`config.mk`:
```
export PLATFORM = sky130hd
export DESIGN_NAME = alu_sequencer
export DESIGN_NICKNAME = d
export VERILOG_FILES = /design/src/rtl/alu_sequencer.sv
export SDC_FILE = /design/constraint.sdc
export NUM_CORES = 1
export LEC_CHECK = 0
export ABC_AREA = 1
export CORE_AREA = 2 2 108 110
export DETAILED_ROUTE_END_ITERATION = 16
export DIE_AREA = 0 0 110 112
export DONT_BUFFER_PORTS = 1
export HOLD_SLACK_MARGIN = 0.05
export PLACE_DENSITY = 0.66
export SETUP_SLACK_MARGIN = 0.1
export SLEW_MARGIN = 5
export SYNTH_ARGS = -nofsm -noshare
export SYNTH_HDL_FRONTEND = slang
export SYNTH_SLANG_ARGS = --single-unit
```
`constraint.sdc`:
```
create_clock -name clk_i -period 4.9 [get_ports clk_i]
set_input_delay 0.49 -clock clk_i [delete_from_list [all_inputs] [get_ports clk_i]]
set_output_delay 0.49 -clock clk_i [all_outputs]
set_load 0.01 [all_outputs]
```
`src/rtl/alu_sequencer.sv`:
```
// alu_sequencer: two-requester round-robin front end for the shared ALU.
// It latches the winning request and drives the ALU with a one-cycle capture strobe.
// After a fixed settle delay it samples the ALU result and returns it on one tagged
// response channel.

package alu_pkg;
  // ALU operator encoding. ADD is zero so the reset operator is ADD.
  typedef enum logic [3:0] {
    ALU_ADD  = 4'd0,
    ALU_SUB  = 4'd1,
    ALU_AND  = 4'd2,
    ALU_OR   = 4'd3,
    ALU_XOR  = 4'd4,
    ALU_SLL  = 4'd5,
    ALU_SRL  = 4'd6,
    ALU_SRA  = 4'd7,
    ALU_SLT  = 4'd8,
    ALU_SLTU = 4'd9
  } alu_op;
endpackage

module alu_sequencer #(
  parameter int WAIT_CYCLES = 1  // must be >= 1
) (
  input  logic                  clk_i,
  input  logic                  rst_i,
  input  logic [1:0]            in_valid_i,
  output logic [1:0]            in_ready_o,
  input  alu_pkg::alu_op [1:0]  in_op_i,
  input  logic [1:0][31:0]      in_a_i,
  input  logic [1:0][31:0]      in_b_i,
  output logic                  alu_req_o,
  output alu_pkg::alu_op        alu_op_o,
  output logic [31:0]           alu_a_o,
  output logic [31:0]           alu_b_o,
  input  logic [31:0]           alu_result_i,
  output logic                  rsp_valid_o,
  input  logic                  rsp_ready_i,
  output logic                  rsp_id_o,
  output logic [31:0]           rsp_data_o
);

  localparam int CW = $clog2(WAIT_CYCLES + 1);
  localparam logic [CW-1:0] LAST_CNT = CW'(WAIT_CYCLES - 1);

  typedef enum logic [1:0] {S_IDLE, S_ISSUE, S_WAIT, S_RESP} state_t;

  state_t          r_state;
  logic            r_prio;
  logic [CW-1:0]   r_cnt;
  logic            r_alu_req;
  alu_pkg::alu_op  r_op;
  logic [31:0]     r_a;
  logic [31:0]     r_b;
  logic            r_rsp_valid;
  logic            r_rsp_id;
  logic [31:0]     r_rsp_data;

  logic            w_any_valid;
  logic            w_gnt_id;
  logic            w_grant;

  // Arbitration: a lone requester wins; on contention the priority pointer decides.
  always_comb begin
    w_any_valid = |in_valid_i;
    w_gnt_id    = (in_valid_i == 2'b11) ? r_prio : in_valid_i[1];
    w_grant     = (r_state == S_IDLE) && w_any_valid && !rst_i;
    in_ready_o  = w_grant ? (2'b01 << w_gnt_id) : 2'b00;
  end

  // Sequencer FSM. It latches the granted payload, pulses the ALU strobe, waits
  // for the result to settle and then holds the response until it is accepted.
  always_ff @(posedge clk_i or posedge rst_i) begin
    if (rst_i) begin
      r_state     <= S_IDLE;
      r_prio      <= 1'b0;
      r_cnt       <= '0;
      r_alu_req   <= 1'b0;
      r_op        <= alu_pkg::ALU_ADD;
      r_a         <= '0;
      r_b         <= '0;
      r_rsp_valid <= 1'b0;
      r_rsp_id    <= 1'b0;
      r_rsp_data  <= '0;
    end else begin
      r_alu_req <= 1'b0;
      case (r_state)
        S_IDLE: begin
          if (w_any_valid) begin
            r_op      <= in_op_i[w_gnt_id];
            r_a       <= in_a_i[w_gnt_id];
            r_b       <= in_b_i[w_gnt_id];
            r_rsp_id  <= w_gnt_id;
            r_prio    <= ~w_gnt_id;
            r_alu_req <= 1'b1;
            r_state   <= S_ISSUE;
          end
        end
        S_ISSUE: begin
          r_cnt   <= '0;
          r_state <= S_WAIT;
        end
        S_WAIT: begin
          if (r_cnt == LAST_CNT) begin
            r_rsp_data  <= alu_result_i;
            r_rsp_valid <= 1'b1;
            r_state     <= S_RESP;
          end else begin
            r_cnt <= r_cnt + 1'b1;
          end
        end
        S_RESP: begin
          if (rsp_ready_i) begin
            r_rsp_valid <= 1'b0;
            r_state     <= S_IDLE;
          end
        end
        default: r_state <= S_IDLE;
      endcase
    end
  end

  assign alu_req_o   = r_alu_req;
  assign alu_op_o    = r_op;
  assign alu_a_o     = r_a;
  assign alu_b_o     = r_b;
  assign rsp_valid_o = r_rsp_valid;
  assign rsp_id_o    = r_rsp_id;
  assign rsp_data_o  = r_rsp_data;

endmodule

```
==> results of run 1 <==
==> final cells by class <==
class / count / area (sq um)
fillers: 1112 / 5500
flip-flops and latches: 106 / 2650
multi-input cells: 462 / 1970
inverters: 146 / 551
clock buffers: 9 / 225
well taps: 143 / 179
clock inverters: 7 / 61.3
repair buffers: 4 / 30.0
==> routing by layer <==
metal  vias to the layer above  track usage  part of all wire
met2                       208        0.374              0.49
met1                      2081        0.249              0.39
li1                       2184            -                 -
met5                         -            0                 0
met4                         0       0.0970             0.027
met3                        25       0.0650             0.094
==> placed cells by master, fill, tap and decap left out, drive strengths merged <==
master      n
buf         4
clkbuf      9
clkinv      3
clkinvlp    1
dfrtp     106
ha          4
inv       149
nand2     312
nand3     139
nor2        1
nor3        1
o21ai       2
o2bb2ai     1
or2         2
==> per-stage QoR <==
step / worst slack [ns] / area (sq um) / hold WS [ns]
after global placement: 2.39 / 5390 / 0.473
after global routing: 1.91 / 5670 / 0.223
after detailed placement: 2.17 / 5390 / 0.502
after CTS: 2.18 / 5670 / 0.190
final: 2.19 / 5670 / 0.167
after floorplan: 1.62 / 5360 / 0.453
==> worst register-to-register path: stages, from the launching register on <==
cell     delay (ns)
dfrtp_1        0.40
inv_1          0.12
ha_1           0.94
inv_1          0.80
nand2_1        0.28
nand2_1        0.07
==> state kept, by name (all words and copies together) (netlist names), 2 cells and up <==
register	flops
alu_a_o	32
alu_b_o	32
rsp_data_o	32
alu_op_o	4
r_state	2
==> kinds of logic (layout without fill, tap and decap cells) <==
group,count (synthesis),after routing,share of synthesized area
AOI/OAI and AO/OA,3,3,0.00561
DFF,106,106,0.495
adders and majority gates,4,4,0.00934
and+or+nand+nor,455,455,0.352
buffers and inverters,189,166,0.138
==> power by group through the flow <==
stage                     combinational, uW  sequential, uW  clock (uW)
final                                  1080            1860         695
after detailed placement               1100            1870           0
after floorplan                         907            1750           0
after CTS                              1090            1870         712
after global placement                 1030            1870           0
after global routing                   1280            1920         758
==> path summary, 6_finish.rpt <==
check | from | to | slack [ns] | depth (start not counted)
worst max-delay path | r_state[0] | rsp_data_o[13] | 2.19 | 5
max in group asynchronous | rst_i | alu_b_o[30] | 3.67 | 2
worst min register to register | r_prio | r_prio | 0.51 | 2
worst max register to register | r_state[0] | rsp_data_o[13] | 2.19 | 5
min in group clk_i | alu_result_i[0] | rsp_data_o[0] | 0.26 | 2
worst min-delay path | rst_i | r_state[1] | 0.17 | 1
==> reports/results.tsv, run 1 <==
stage	metric	value	unit
layout	layout.cells.non_filler	877	
logic_synthesis	synth_area	0.00536	sq mm
pwr	power_frac_seq	0.512	
timing	fin_setup_tns	0	ns
cts	cts_hold_buffers	0	
logic_synthesis	synth_most_common_cell	nand2_1	
floorplan	initial_core_util	0.479	
grt	grt-ovfl-total	0	
timing	fin_worst_skew	0.00872	ns
logic_synthesis	async_reset_ff_frac	1.00	
worst_setup_path	cp_slowest_cell	ha_1	
cts	clock_latency	0.34	ns
logic_synthesis	netlist_instances	757	
pwr	peakVddDrop	320	uV
grt	grt_usage	0.219	
place	dp.final_hpwl	9.22	mm
grt	grt_pass1_vias	4499	
worst_setup_path	critPathTopFamily	adder cells	
logic_synthesis	synthDistinctLibCells	17	
cts	clkSinkCount	106	
cts	numCtsBuffers	9	
timing	drv_slew	0	
cts	clk_path_buf_depth	2	
floorplan	dieArea	0.0123	sq mm
timing	relSlewSlack	0.211	
cts	cts_resized	0	
timing	rsz0062_at_grt	no	
floorplan	coreArea	0.0112	sq mm
grt	antenna_found_initial	0	
layout	syn_to_final_growth	5.86	%
route	route.detailed.drc	0	
worst_setup_path	critPathCaptureType	flip-flop	
grt	grt_first_pass_wirelength	21.4	mm
logic_synthesis	ys_top_cells_by_count	nand2_1, inv_1, nand3_1	
logic_synthesis	yosys-top-cells-area	dfrtp_1, nand2_1, nand3_1	
timing	hold_viol_final	0	
cts	cts_root_buffer	clkbuf_16	
cts	cts_setup_buffers	0	
pwr	p_leak	0.00345	uW
worst_setup_path	cp-start-kind	flip-flop	
timing	setup_viol	0	
logic_synthesis	synth-main-ff-cell	dfrtp_1	
pwr	p_int	2030	uW
timing	fmax	369	MHz
route	drt-initial-drc-count	258	
job	maxCapViolCount	0	
logic_synthesis	ys_ff_latch	106	
worst_setup_path	crit_chain	inv_1 > ha_1 > inv_1 > nand2_1 > nand2_1	
place	gp_congestion	0.799	
cts	cts_tree	built	
floorplan	dieWidth	110	um
pwr	p_total	3630	uW
layout	n_antenna_cell	0	
status	outcome	finished, final reports clean	
route	avgRoutedWirePerCell	15.2	um
logic_synthesis	synth_area_leader_cell	dfrtp_1	
route	antenna_left	0	
logic_synthesis	synth_edf_count	0	
layout	fin_util	0.508	
pwr	p_sw_frac	0.440	
route	via_per_inst	5.13	
place	portBuffers	0	
place	placed_cells	861	
worst_setup_path	worstSetupPathType	flip-flop to flip-flop	
worst_setup_path	crit_buf_inv	2	
pwr	p_sw	1600	uW
logic_synthesis	yosysSeqAreaShare	0.495	
grt	grt_max_degree	73	
worst_setup_path	max_stage_delay	0.94	ns
route	vias	4498	
timing	tightest_slew	1.18	ns
worst_setup_path	required	5.13	ns
pwr	p_comb_frac	0.296	
layout	nNetsFinal	906	
min_path	hold_class	primary input to asynchronous set/reset pin	
cts	clkTransAtPathRegs	0.08	ns
timing	min_period	2.71	ns
worst_setup_path	crit_arrival	2.94	ns
logic_synthesis	synth_top_area_frac	0.495	
logic_synthesis	yosysWarnings	0	
floorplan	rows	39	
floorplan	ios	278	
pwr	pwr-share-clk	0.192	
layout	drive_above_1_share	0.0368	
timing	fin_crit_sh	0.553	
route	dr.pass1.iters	4	
route	wirelength	13.3	mm
cts	htree_levels	3	
logic_synthesis	synth_fp_nets	934	
pwr	p_per_area	640	mW/mm^2
floorplan	die_h	112	um
logic_synthesis	syn_area_per_cell	7.08	sq um
worst_setup_path	cp_max_fo	34	
Note: power is estimated with default switching activity, not from simulation.
==> run 2: changes to the inputs <==
clock period = 2.84 ns   (was 4.9 ns; I/O delays follow)
==> run 2 against run 1 <==
Against the previous run:
- hold slack got worse by 0.11 ns
- first-iteration DRC count decreased by 9.3%
- non-clock buffer count increased by 7
- wire length decreased by 1.2%
- cell area increased by 1.1%
- largest power group unchanged
- die area unchanged
==> reports/results.tsv, run 2 (synthesis gave the netlist of run 1 again) <==
stage	metric	value	unit
timing	hold_viol_final	0	
floorplan	coreArea	0.0112	sq mm
floorplan	die_h	112	um
floorplan	dieWidth	110	um
timing	setup_viol	0	
floorplan	dieArea	0.0123	sq mm
route	via_per_inst	5.11	
timing	fmax	454	MHz
worst_setup_path	required	2.56	ns
worst_setup_path	crit_arrival	1.92	ns
timing	relSlewSlack	0.258	
grt	grt_first_pass_wirelength	21.1	mm
layout	nNetsFinal	913	
route	avgRoutedWirePerCell	14.9	um
layout	layout_common_cells	nand2_1, inv_1, nand3_1	
route	antenna_left	0	
place	placed_cells	867	
job	maxCapViolCount	0	
cts	clk_path_buf_depth	2	
layout	n_antenna_cell	0	
grt	antenna_found_initial	0	
cts	clkSinkCount	106	
timing	min_period	2.20	ns
pwr	p_sw_frac	0.434	
pwr	p_sw	2710	uW
layout	layout.cells.non_filler	884	
layout	nFillCells	1079	
timing	rsz0062_at_grt	no	
route	vias	4513	
floorplan	initial_core_util	0.479	
place	portBuffers	0	
pwr	p_leak	0.00348	uW
pwr	pwr-share-clk	0.185	
cts	clock_latency	0.34	ns
layout	syn_to_final_growth	7.05	%
cts	clkTransAtPathRegs	0.07	ns
grt	grt_usage	0.217	
place	dp.final_hpwl	9.76	mm
worst_setup_path	ff2ff_path_depth	7	
layout	fin_util	0.513	
min_path	min_to	rsp_data_o[9]	
cts	cts_root_buffer	clkbuf_16	
grt	grt_max_degree	72	
grt	grt-ovfl-total	0	
route	drt-initial-drc-count	234	
worst_setup_path	r2r_start	r_state[0]	
cts	numCtsBuffers	9	
timing	fin_worst_skew	0.00762	ns
worst_setup_path	timing.rr.end	alu_a_o[19]	
timing	drv_slew	0	
worst_setup_path	cp_max_fo	44	
status	outcome	finished, final reports clean	
min_path	hold_depth	2	
timing	tightest_slew	1.11	ns
pwr	power_frac_seq	0.514	
pwr	p_int	3530	uW
pwr	peakVddDrop	434	uV
worst_setup_path	ff2ff_setup_slack	0.96	ns
route	dr.pass1.iters	4	
pwr	p_comb_frac	0.301	
worst_setup_path	worstSetupPathType	flip-flop to primary output	
floorplan	rows	39	
cts	cts_tree	built	
timing	fin_crit_sh	0.775	
timing	fin_setup_tns	0	ns
cts	htree_levels	3	
min_path	hold_class	primary input to flip-flop	
route	route.detailed.drc	0	
pwr	p_total	6240	uW
layout	drive_above_1_share	0.0445	
place	gp_congestion	0.855	
route	wirelength	13.2	mm
pwr	p_per_area	1090	mW/mm^2
layout	final_common_cell	nand2_1	
floorplan	ios	278	
grt	grt_pass1_vias	4495	
min_path	hp-start	alu_result_i[9]	
worst_setup_path	critPathCaptureType	primary output	
worst_setup_path	cp-start-kind	flip-flop	
## run 2: final cells by class
type	count	area, sq um	area share
Tap cell	143	179	0.0312
Multi-Input combinational cell	462	1970	0.344
Inverter	146	552	0.0962
Clock inverter	6	42.5	0.00742
Sequential cell	106	2650	0.462
Clock buffer	10	239	0.0417
Timing Repair Buffer	11	97.6	0.0170
## run 2: power groups by stage
stage	logic (uW)	registers, uW	clock network (uW)
floorplan	1570	3010	0
finish	1880	3210	1150
detailed placement	1920	3240	0
global placement	1800	3240	0
CTS	1920	3230	1190
global route	2240	3310	1260
## run 2: repair_timing
action	4_1_cts	5_1_grt
buffers inserted	0	0
endpoints found under the hold margin	28	0
hold buffers	1	0
gates resized for setup	0	0
## run 2: routing by layer
metal,wire length [um],part of all wire,track usage
met5,0,0,0
met4,233,0.018,0.0844
met3,1220,0.093,0.0621
met2,6650,0.50,0.379
met1,5070,0.39,0.248
## run 2: critical path: stages (launching register included)
cell and delay [ns]:
dfrtp_1 0.40, inv_1 0.11, ha_1 0.25, o21ai_4 0.32
nor3_1 0.49
## run 2: per-stage QoR
stage | hold slack (ns) | worst slack (ns) | instance area [sq um]
2_1_floorplan | 0.397 | 1.24 | 5360
3_3_place_gp | 0.259 | 0.954 | 5440
3_5_place_dp | 0.268 | 0.919 | 5440
4_1_cts | 0.0514 | 0.586 | 5740
5_1_grt | 0.0561 | 0.471 | 5740
6_report | 0.0606 | 0.638 | 5740
## run 2: worst max path at each step
stage	start	end	slack [ns]	cells past startpoint
after global placement	in_valid_i[1]	r_prio	0.95	3
after CTS	r_state[0]	in_ready_o[0]	0.59	4
after floorplan	r_state[0]	in_ready_o[0]	1.24	5
after detailed placement	in_valid_i[1]	r_prio	0.92	3
final	r_state[0]	in_ready_o[0]	0.64	4
after global routing	r_prio	in_ready_o[1]	0.47	6
==> run 3: changes to the inputs <==
clock period = 2.1 ns   (was 2.84 ns; I/O delays follow)
==> run 3 against run 2 <==
Against the previous run:
- cell area grew 6.2%
- global-route usage grew 0.72 points
- clock skew shrank 0.00051 ns
- worst setup slack lost 0.29 ns
- critical path type unchanged
- critical endpoint unchanged
- largest cell class unchanged
- highest routed layer unchanged
==> reports/results.tsv, run 3 (synthesis gave the netlist of run 1 again) <==
stage	metric	value	unit
grt	gr-usage-met3	0.0603	
pwr	p_int	4840	uW
route	drt-initial-drc-count	217	
worst_setup_path	crit_arrival	1.54	ns
timing	fin_worst_skew	0.00711	ns
worst_setup_path	timing.rr.end	alu_a_o[4]	
place	dp.final_hpwl	9.39	mm
grt	grt-ovfl-total	0	
worst_setup_path	crit_start	r_state[1]	
cts	numCtsBuffers	9	
grt	antenna_found_initial	0	
pwr	p_total	8580	uW
pwr	p_sw	3750	uW
timing	fin_setup_tns	0	ns
grt	grt_max_degree	72	
worst_setup_path	ff2ff_path_depth	7	
timing	fmax	570	MHz
grt	grt_pass1_vias	4591	
job	maxCapViolCount	0	
layout	drive_above_1_share	0.0451	
layout	n_antenna_cell	0	
timing	setup_viol	0	
min_path	hold_class	primary input to flip-flop	
grt	grt_usage	0.225	
grt	met1_usage	0.262	
route	avgRoutedWirePerCell	15.1	um
timing	holdWs	0.0740	ns
timing	fin_crit_sh	0.836	
route	via_per_inst	5.08	
layout	regArea	0.00265	sq mm
worst_setup_path	crit_path_end	in_ready_o[0]	
floorplan	ios	278	
pwr	p_comb_frac	0.307	
worst_setup_path	critPathCaptureType	primary output	
worst_setup_path	worstSetupPathType	flip-flop to primary output	
worst_setup_path	cp_max_fo	7	
timing	hold_viol_final	0	
layout	final_common_cell	nand2_1	
route	vias	4670	
floorplan	rows	39	
timing	drv_slew	0	
route	antenna_left	0	
place	portBuffers	0	
place	gp_congestion	0.860	
floorplan	die_h	112	um
cts	clkTransAtPathRegs	0.07	ns
pwr	peakVddDrop	601	uV
pwr	p_leak	0.00363	uW
timing	tightest_slew	0.794	ns
cts	clock_latency	0.34	ns
layout	syn_to_final_growth	13.6	%
cts	clk_path_buf_depth	2	
floorplan	dieArea	0.0123	sq mm
floorplan	coreArea	0.0112	sq mm
cts	htree_levels	3	
worst_setup_path	required	1.89	ns
grt	grtUsageMet2	0.388	
timing	relSlewSlack	0.470	
cts	cts_root_buffer	clkbuf_16	
pwr	p_sw_frac	0.436	
layout	multiInputGateArea	0.00197	sq mm
cts	clkSinkCount	106	
route	wirelength	13.8	mm
pwr	power_frac_seq	0.504	
floorplan	dieWidth	110	um
layout	nNetsFinal	948	
layout	layout_common_cells	nand2_1, inv_1, nand3_1	
status	outcome	finished, final reports clean	
timing	rsz0062_at_grt	no	
grt	grt_first_pass_wirelength	21.8	mm
worst_setup_path	cp-start-kind	flip-flop	
layout	nFillCells	1049	
worst_setup_path	ff2ff_setup_slack	0.49	ns
worst_setup_path	r2r_start	r_state[1]	
route	route.detailed.drc	0	
floorplan	initial_core_util	0.479	
cts	cts_tree	built	
pwr	p_per_area	1410	mW/mm^2
timing	min_period	1.75	ns
route	dr.pass1.iters	7	
grt	busiest_layer	met2	
pwr	pwr-share-clk	0.189	
[run 3: what timing repair did]
item	4_1_cts	5_1_grt
hold buffers	34	0
resized for setup	0	0
setup buffers	0	0
endpoints found under the hold margin	131	0
[run 3: worst min-delay path by stage]
stage | startpoint | endpoint | slack [ns] | cells after the start
4_1_cts | in_b_i[3] | alu_b_o[3] | 0.06 | 4
3_5_place_dp | rst_i | rsp_data_o[19] | 0.29 | 2
3_3_place_gp | rst_i | alu_op_o[0] | 0.28 | 2
2_1_floorplan | alu_result_i[5] | rsp_data_o[5] | 0.32 | 2
5_1_grt | in_b_i[13] | alu_b_o[13] | 0.07 | 4
6_report | in_b_i[3] | alu_b_o[3] | 0.07 | 4
[run 3: power by group through the flow]
stage	sequential (uW)	combinational [uW]	clock [uW]
6_report	4330	2630	1620
5_1_grt	4460	3110	1760
4_1_cts	4340	2660	1660
3_5_place_dp	4360	2620	0
3_3_place_gp	4360	2480	0
2_1_floorplan	4080	2120	0
[run 3: per-stage QoR]
stage | std cells | area [sq um] | setup WS, ns | utilization
2_1_floorplan | 757 | 5360 | 0.579 | -
3_3_place_gp | 869 | 5460 | 0.570 | 0.489
3_5_place_dp | 869 | 5460 | 0.495 | 0.489
4_1_cts | 919 | 6090 | 0.319 | 0.545
5_1_grt | 919 | 6090 | 0.191 | 0.545
6_report | 919 | 6090 | 0.345 | 0.545
[run 3: worst max-delay path, stage by stage (launching register included)]
cell and delay (ns):
dfrtp_1 0.42, inv_1 0.10, ha_1 0.24, o21ai_4 0.11, nor3_1 0.18, buf_4 0.15
[run 3: area by class of cell]
class	count	share of cell area
tap	143	0.0294
clock buffer	9	0.0370
clock inverter	7	0.0105
inverter	146	0.0906
multi-input combinational	462	0.324
timing repair buffer	46	0.0727
sequential	106	0.436
[run 3: metal layers]
| metal | wire (um) | part of all wire |
|---|---|---|
| met1 | 5490 | 0.40 |
| met2 | 6820 | 0.49 |
| met3 | 1200 | 0.087 |
| met4 | 346 | 0.025 |
| met5 | 0 | 0 |
